$ cat src/rtl/branch_resolve_pkg.sv
// Shared types for the EX-stage branch resolution unit: record layout and FSM states.
package branch_resolve_pkg;

  localparam int PC_W = 32;

  typedef enum logic {
    ST_IDLE  = 1'b0,
    ST_FLUSH = 1'b1
  } br_state_e;

  typedef struct packed {
    logic [PC_W-1:0] pc;
    logic            taken;
    logic [PC_W-1:0] target;
  } pred_rec_t;

endpackage

$ cat src/rtl/branch_resolve_pred_fifo.sv
// In-flight prediction record FIFO; extra pointer MSB distinguishes full from empty.
module branch_resolve_pred_fifo
  import branch_resolve_pkg::*;
#(
  parameter int DEPTH = 4
) (
  input  logic      clk,
  input  logic      resetn,
  input  logic      clr_i,
  input  logic      push_i,
  input  pred_rec_t wdata_i,
  input  logic      pop_i,
  output pred_rec_t rdata_o,
  output logic      full_o,
  output logic      empty_o
);

  localparam int AW = $clog2(DEPTH);
  localparam int PW = AW + 1;

  logic [PW-1:0] wr_q, wr_d;
  logic [PW-1:0] rd_q, rd_d;
  pred_rec_t     mem_q [DEPTH];

  assign full_o  = (wr_q[AW] != rd_q[AW]) && (wr_q[AW-1:0] == rd_q[AW-1:0]);
  assign empty_o = (wr_q == rd_q);
  assign rdata_o = mem_q[rd_q[AW-1:0]];

  // Pointer next-state; clear wins over any same-cycle push or pop.
  always_comb begin
    wr_d = wr_q;
    rd_d = rd_q;
    if (clr_i) begin
      wr_d = '0;
      rd_d = '0;
    end else begin
      if (push_i) begin
        wr_d = wr_q + PW'(1);
      end else begin
        wr_d = wr_q;
      end
      if (pop_i) begin
        rd_d = rd_q + PW'(1);
      end else begin
        rd_d = rd_q;
      end
    end
  end

  // Pointer registers.
  always_ff @(posedge clk or negedge resetn) begin
    if (!resetn) begin
      wr_q <= '0;
      rd_q <= '0;
    end else begin
      wr_q <= wr_d;
      rd_q <= rd_d;
    end
  end

  // Record storage.
  always_ff @(posedge clk) begin
    if (push_i && !clr_i) begin
      mem_q[wr_q[AW-1:0]] <= wdata_i;
    end
  end

endmodule

$ cat src/rtl/branch_resolve.sv
// Resolves IF-stage predictions in EX: history update, mispredict flush/redirect, statistics.
module branch_resolve
  import branch_resolve_pkg::*;
#(
  parameter int DEPTH        = 4,
  parameter int FLUSH_CYCLES = 2
) (
  input  logic            clk,
  input  logic            resetn,
  input  logic            pred_valid,
  input  logic [PC_W-1:0] pred_pc,
  input  logic            pred_taken,
  input  logic [PC_W-1:0] pred_target,
  output logic            pred_ready,
  input  logic            res_valid,
  input  logic            res_taken,
  input  logic [PC_W-1:0] res_target,
  output logic            res_ready,
  output logic            upd_we,
  output logic            upd_taken,
  output logic            flush,
  output logic [PC_W-1:0] redirect_pc,
  output logic [31:0]     cnt_branch,
  output logic [31:0]     cnt_mispred
);

  localparam int FCNT_W = (FLUSH_CYCLES > 1) ? $clog2(FLUSH_CYCLES) : 1;

  br_state_e       state_q, state_d;
  logic [FCNT_W-1:0] fcnt_q, fcnt_d;
  logic [PC_W-1:0] redirect_q, redirect_d;
  logic            upd_we_q, upd_taken_q, upd_taken_d;
  logic [31:0]     cnt_branch_q, cnt_branch_d;
  logic [31:0]     cnt_mispred_q, cnt_mispred_d;

  pred_rec_t       wr_rec_s, rd_rec_s;
  logic            fifo_full_s, fifo_empty_s, fifo_clr_s;
  logic            push_s, pop_s, mispredict_s, mis_pop_s;

  assign pred_ready = (state_q == ST_IDLE) && !fifo_full_s;
  assign res_ready  = (state_q == ST_IDLE) && !fifo_empty_s;
  assign push_s     = pred_valid && pred_ready;
  assign pop_s      = res_valid && res_ready;

  assign wr_rec_s = '{pc: pred_pc, taken: pred_taken, target: pred_target};

  branch_resolve_pred_fifo #(.DEPTH(DEPTH)) u_fifo (
    .clk     (clk),
    .resetn  (resetn),
    .clr_i   (fifo_clr_s),
    .push_i  (push_s),
    .wdata_i (wr_rec_s),
    .pop_i   (pop_s),
    .rdata_o (rd_rec_s),
    .full_o  (fifo_full_s),
    .empty_o (fifo_empty_s)
  );

  // A taken/taken pair still mispredicts when the predicted target was stale.
  assign mispredict_s = (rd_rec_s.taken != res_taken) ||
                        (rd_rec_s.taken && res_taken && (rd_rec_s.target != res_target));
  assign mis_pop_s    = pop_s && mispredict_s;

  // FSM next-state, flush down-counter, redirect capture and FIFO clear.
  always_comb begin
    state_d    = state_q;
    fcnt_d     = fcnt_q;
    redirect_d = redirect_q;
    fifo_clr_s = 1'b0;
    case (state_q)
      ST_IDLE: begin
        if (mis_pop_s) begin
          state_d    = ST_FLUSH;
          fcnt_d     = FCNT_W'(FLUSH_CYCLES - 1);
          redirect_d = res_taken ? res_target : (rd_rec_s.pc + 32'd4);
          fifo_clr_s = 1'b1;
        end else begin
          state_d = ST_IDLE;
        end
      end
      ST_FLUSH: begin
        if (fcnt_q == '0) begin
          state_d = ST_IDLE;
        end else begin
          fcnt_d = fcnt_q - FCNT_W'(1);
        end
      end
      default: begin
        state_d = ST_IDLE;
      end
    endcase
  end

  // Saturating statistics and predictor update value.
  always_comb begin
    cnt_branch_d  = cnt_branch_q;
    cnt_mispred_d = cnt_mispred_q;
    upd_taken_d   = upd_taken_q;
    if (pop_s) begin
      upd_taken_d = res_taken;
      if (cnt_branch_q != 32'hFFFF_FFFF) begin
        cnt_branch_d = cnt_branch_q + 32'd1;
      end else begin
        cnt_branch_d = cnt_branch_q;
      end
      if (mispredict_s && (cnt_mispred_q != 32'hFFFF_FFFF)) begin
        cnt_mispred_d = cnt_mispred_q + 32'd1;
      end else begin
        cnt_mispred_d = cnt_mispred_q;
      end
    end else begin
      upd_taken_d = upd_taken_q;
    end
  end

  // State and output registers.
  always_ff @(posedge clk or negedge resetn) begin
    if (!resetn) begin
      state_q       <= ST_IDLE;
      fcnt_q        <= '0;
      redirect_q    <= '0;
      upd_we_q      <= 1'b0;
      upd_taken_q   <= 1'b0;
      cnt_branch_q  <= 32'd0;
      cnt_mispred_q <= 32'd0;
    end else begin
      state_q       <= state_d;
      fcnt_q        <= fcnt_d;
      redirect_q    <= redirect_d;
      upd_we_q      <= pop_s;
      upd_taken_q   <= upd_taken_d;
      cnt_branch_q  <= cnt_branch_d;
      cnt_mispred_q <= cnt_mispred_d;
    end
  end

  assign flush       = (state_q == ST_FLUSH);
  assign redirect_pc = redirect_q;
  assign upd_we      = upd_we_q;
  assign upd_taken   = upd_taken_q;
  assign cnt_branch  = cnt_branch_q;
  assign cnt_mispred = cnt_mispred_q;

endmodule

$ cat config.mk
export PLATFORM = sky130hd
export DESIGN_NAME = branch_resolve
export DESIGN_NICKNAME = d
export VERILOG_FILES = /design/src/rtl/branch_resolve_pkg.sv /design/src/rtl/branch_resolve_pred_fifo.sv /design/src/rtl/branch_resolve.sv
export SDC_FILE = /design/constraint.sdc
export NUM_CORES = 1
export LEC_CHECK = 0
export BUFFER_PORTS_ARGS = -buffer_cell sky130_fd_sc_hd__buf_2
export CORE_UTILIZATION = 50
export CTS_CLUSTER_DIAMETER = 40
export DETAILED_ROUTE_END_ITERATION = 16
export HOLD_SLACK_MARGIN = 0.02
export MAX_ROUTING_LAYER = met4
export PLACE_DENSITY = 0.69
export SLEW_MARGIN = 20
export SYNTH_ARGS = -nofsm -noshare
export SYNTH_HDL_FRONTEND = slang
export SYNTH_SLANG_ARGS = --single-unit
$ cat constraint.sdc
create_clock -name clk -period 7.45 [get_ports clk]
set_input_delay 0.745 -clock clk [delete_from_list [all_inputs] [get_ports clk]]
set_output_delay 0.745 -clock clk [all_outputs]
set_load 0.05 [all_outputs]
# Yosys cells after proc, flatten, opt, wreduce, memory -nomap -nowiden
# Memories as Yosys holds them, arrays and structs flattened.
# Index checks and enable logic that the tools add are counted.
# classes
add_sub_neg,6
muxes,14
n_reduce_logical,19
n_bitwise,1
n_eq_ne,8
# ops
operator,n
adder 32 x 1 -> 32 bit (second input constant),2
!= test 32 bit (second input constant),2
adder 32 x 3 -> 32 bit (second input constant),1
2-to-1 mux 32 bit,1
!= test 32 bit,1
2-to-1 mux 3 bit,4
logical AND 1 bit,10
2-to-1 mux 1 bit,7
adder 3 x 1 -> 3 bit (second input constant),2
AND reduction 2 bit,3
case mux 1 bit (2 select lines),2
nonzero test 2 bit,2
equality test 3 bit,1
logical NOT 1 bit,3
equality test 2 bit,1
!= test 1 bit,2
!= test 2 bit (second input constant),1
logical OR 1 bit,1
NOT 1 bit,1
subtractor 1 bit (second input constant),1
# totals
inputBits,102
out_inout_bits,101
word_cells,58
regBits,106
ram_bits,260
n_memories,1
# memory_table
memory,depth,word_bits,rd,rd_clocked_by_memory_dff,write_ports,line,rtl
u_fifo.mem_q,4,65,1,0,1,branch_resolve_pred_fifo.sv:23,pred_rec_t mem_q [DEPTH];

# Depth between registers and ports, before layout
# depth
depth_word,11
depth_mapped,14
depth_no_buf,9

# Modules after synthesis
# A second synthesis with hierarchy kept.
# hier_totals
hier_cells,958
area_unflattened_um2,15391.0
# by_module_without_submodules
mod,cells_per_inst,area_each_um2,instances,seq_area_each_um2
branch_resolve_pred_fifo,377,9801.9,1,7957.6
branch_resolve,581,5589.1,1,2502.4

# Worst setup path after synthesis
# Ideal clock, no wire load.
# synth_path
path_kind,register to register
start,register u_fifo.rd_q[0]
end,"memory u_fifo.mem_q[3][0] (netlist bit), enable pin"
stages_incl_launch_ff,13
path_buffers,8
period_less_slack_ns,5.920
t_required_ns,6.962
setup_ns,0.488
setup_slack_ns,1.530
t_arrival_ns,5.432
cell_sequence,dfrtp_1 buf_4 buf_6 buf_12 buf_8 buf_2 mux4_2 ha_1 o21a_1 buf_2 buf_6 buf_6 nor2_1
# synth_between
elab_chain_cells,11
elab_cells_between_ends,22
classes_between,eq/ne (4); mux (4); reduce/logical (13); memory (1)
# synth_lines
item,line,rtl
start: declaration,branch_resolve_pred_fifo.sv:22,"logic [PW-1:0] rd_q, rd_d;"
start signal: assignment,branch_resolve_pred_fifo.sv:57,rd_q <= rd_d;
memory (4 x 65 bit) or equality test 3 bit (tied branches),--,
!= test 32 bit (tied with other cells),branch_resolve.sv:61,(rd_rec_s.taken && res_taken && (rd_rec_s.target != res_target));
"logical AND 1 bit, on equally long branches","branch_resolve.sv:61, branch_resolve.sv:41",
logical OR 1 bit or logical AND 1 bit (tied branches),"branch_resolve.sv:60, branch_resolve.sv:43",
logical AND 1 bit,branch_resolve.sv:62,assign mis_pop_s = pop_s && mispredict_s;
2-to-1 mux 1 bit,branch_resolve.sv:72,if (mis_pop_s) begin
2-to-1 mux 1 bit,branch_resolve.sv:70,case (state_q)
logical NOT 1 bit,branch_resolve_pred_fifo.sv:63,if (push_i && !clr_i) begin
logical AND 1 bit (*),branch_resolve_pred_fifo.sv:63,
2-to-1 mux 1 bit (*),branch_resolve_pred_fifo.sv:63,
2-to-1 mux 1 bit (implied by the code) (*),branch_resolve_pred_fifo.sv:64,mem_q[wr_q[AW-1:0]] <= wdata_i;
end: declaration,branch_resolve_pred_fifo.sv:23,
# Every way passes the cells marked *; elsewhere a longest branch is shown, timed or not.

# Worst setup path in the final report
# layout_path
start,register u_fifo.rd_q[0]
end,"memory u_fifo.mem_q[0][30] (netlist bit), enable pin"
# Same word-level chain as after synthesis.

==> reports/results.tsv <==
metric	value	unit
fillCellCount	2264	
drt_first_pass_iters	5	
finalHoldViolations	0	
synth_edf_count	260	
rows	64	
yosys.area_share.xor_xnor	7.01	%
max_freq	202	MHz
finish.instance_area	18400	um2
grt_use_total	22.8	%
synth_top_cell_area_share	50.4	%
synth_top_family_by_area	multiplexers	
synthFlopType	edfxtp_1	
leakagePower	7.07	nW
synthTopCellsByArea	edfxtp_1 50%, dfrtp_1 17%, mux4_2 9.4%	
wl_per_cell	21.4	um
worstMarginPinSlew	999	ps
multi_input_area	4780	um2
synth_fa_ha_area_share	0.727	%
top_usage_layer	met2	
grt_use_met3	4.43	%
worst_skew_pair.late_latency	550	ps
globalplace.congestion	0.852	
timing.final.crit_share	66.4	%
grt_pass1_vias	8897	
viasPerCell	5.55	
synth_area	15500	um2
synthCells	943	
antenna_found_initial	1	
ys_async_sr_fraction	29.0	%
p_per_area	382	nW/um2
cts_max_path_buffers	3	
worstPathRequired	7660	ps
hold_path_class	in2async	
synth-compound-area-share	1.74	%
synthToLayoutAreaGrowth	18.4	%
status	completed	
cts_setup_buffers	0	
hold_ws	320	ps
ant_nets	0	
grt_setup_unrepaired	no	
grt_max_degree	66	
period_minus_slack	4950	ps
synth_warnings	0	
use_met1	31.0	%
yosysSeqAreaShare	67.5	%
drtIter0Drc	534	
fp.dieW	178	um
synthesis.nets	1054	
register_area	10500	um2
ys_types	50	
drt-total-wl	34400	um
cts_tree	built	
ys_ff_latch	366	
final_nets	1282	
met2_usage	35.1	%
start_util	50.8	%
maxSlewViolCount	0	
pin_count	203	
synthMuxAreaShare	12.7	%
end_kind	flip-flop	
hpwl	23400	um
cts_inserted_buffers	45	
synth-simple-area-share	8.55	%
avgSynthCellArea	16.4	um2
max_slew_margin	33.4	%
drc	0	
cts_max_level	2	
cp-start-kind	flip-flop	
grt_overflow	0	
grt_pass1_wl	52000	um
fin_skew	29.0	ps
postPlaceCellArea	16900	um2
fin_tns_setup	0	ps
rrSetupSlack	2500	ps
cts.reportedPaths.clkPinSlew	60	ps
drive_gt1_share	33.1	%
synth_top_area_cell	edfxtp_1	
io_buffers	202	
cts_root_buf	clkbuf_16	
die-area	31700	um2
cts-resized-gates	0	
cts_hold_buf	0	
die_h	178	um
path_max_fanout	46	
cp_data_arrival_time	5160	ps
finalSetupViolations	0	
vias	8920	
crit_type	reg2reg	
cap_viol_max_count	0	
core-area	30500	um2
worst_ir_drop_vdd	0.362	mV
numClockSinks	366	
==> synth_stat cells, drive strengths merged (2+ instances only) <==
master and instances:
dfrtp 106, mux4 65, nand2b 4, and4 6, o21ai 35, nor4 10
edfxtp 260, nand4 39, mux2i 5, a21oi 8, and3 25, mux2 31
buf 23, nor2 35, clkbuf 11, and2 12, inv 11, nor3 8
ha 9, and4b 2, nor2b 2, xnor2 84, xor2 40, nand2 74
nand3 30
==> critical path, stage by stage (launching register included) <==
cell and delay, ps:
dfrtp_4 1010, buf_4 430, mux4_2 550, xnor2_1 150, nand4_1 120, nor4_1 280, a21boi_1 170, o21ai_2 570
and3_2 820, buf_4 450
==> where the power goes <==
part / total (mW) / internal, mW / leakage (nW) / switching (mW)
combinational: 2.12 / 0.809 / 2.63 / 1.31
clock: 2.09 / 1.25 / 0.695 / 0.849
sequential: 2.81 / 2.60 / 3.75 / 0.207
==> worst paths after layout <==
kind,startpoint,to,cells past startpoint
max reg2reg,u_fifo.rd_q[0],u_fifo.mem_q[0][30],9
min in group clk,pred_target[31],u_fifo.mem_q[2][31],1
min reg2reg,cnt_branch[21],cnt_branch[21],1
max in group asynchronous,resetn,u_fifo.rd_q[0],2
min,resetn,cnt_branch[27],1
max,u_fifo.rd_q[0],u_fifo.mem_q[0][30],9
==> sequential cells by signal, indices dropped and copies added, names as in the netlist <==
register / count
flush: 1
fcnt_q: 1
u_fifo.wr_q: 3
redirect_pc: 32
upd_taken: 1
cnt_branch: 32
u_fifo.rd_q: 3
cnt_mispred: 32
upd_we: 1
u_fifo.mem_q: 260
==> cell usage in the layout (no fill, tap or decap), types with 3 or more instances in the layout <==
| cell | instances |
|---|---|
| mux4_2 | 65 |
| nor2_1 | 33 |
| xnor2_1 | 84 |
| and3_1 | 22 |
| clkbuf_1 | 9 |
| clkinv_1 | 7 |
| and2_1 | 10 |
| mux2_2 | 3 |
| o21ai_1 | 3 |
| a21oi_1 | 7 |
| mux2i_1 | 5 |
| edfxtp_1 | 260 |
| diode_2 | 3 |
| o21ai_0 | 31 |
| xor2_1 | 40 |
| clkbuf_16 | 45 |
| and4_1 | 6 |
| and3_2 | 3 |
| nand2b_1 | 4 |
| nor4_1 | 7 |
| clkinvlp_4 | 5 |
| bufinv_16 | 3 |
| ha_1 | 9 |
| clkinv_2 | 3 |
| buf_2 | 201 |
| nor3_1 | 8 |
| nand3_1 | 28 |
| nand4_1 | 38 |
| inv_6 | 5 |
| buf_4 | 14 |
| mux2_4 | 28 |
| clkinv_4 | 3 |
| dfrtp_1 | 104 |
| nand2_1 | 74 |
| inv_1 | 10 |
==> layer usage <==
| metal | routed length, um | part of all wire [%] |
|---|---|---|
| met1 | 14900 | 43 |
| met2 | 16000 | 47 |
| met3 | 2620 | 7.6 |
| met4 | 877 | 2.6 |
| met5 | 0 | 0 |
==> area by class of cell <==
type | count | share of cell area (%)
clock buffer | 55 | 6.39
clock inverter | 29 | 1.53
timing repair buffer | 215 | 6.05
antenna | 3 | 0.0409
sequential | 366 | 57.0
inverter | 11 | 0.225
tap | 396 | 2.70
multi-input combinational | 532 | 26.0
==> through the flow <==
stage          utilization, %  total power [mW]  instances  setup WS, ps
6_report                 60.2              7.02       1607          2500
5_1_grt                  60.1              7.32       1605          2040
4_1_cts                  60.1              7.08       1604          2370
3_5_place_dp             55.4              4.97       1520          2400
3_3_place_gp             55.4              4.94       1520          2450
2_1_floorplan               -              4.47        943          1530
==> kinds of logic (layout without fill, tap and decap cells) <==
kind of cell,count (synthesis),in the layout
AOI/OAI and AO/OA,48,48
other,0,3
buffers and inverters,45,310
xor gates and xnor gates,124,124
DFF,366,366
muxes,101,101
and+or+nand+nor,250,250
adders and majority gates,9,9
(Power assumes the default switching activity.)
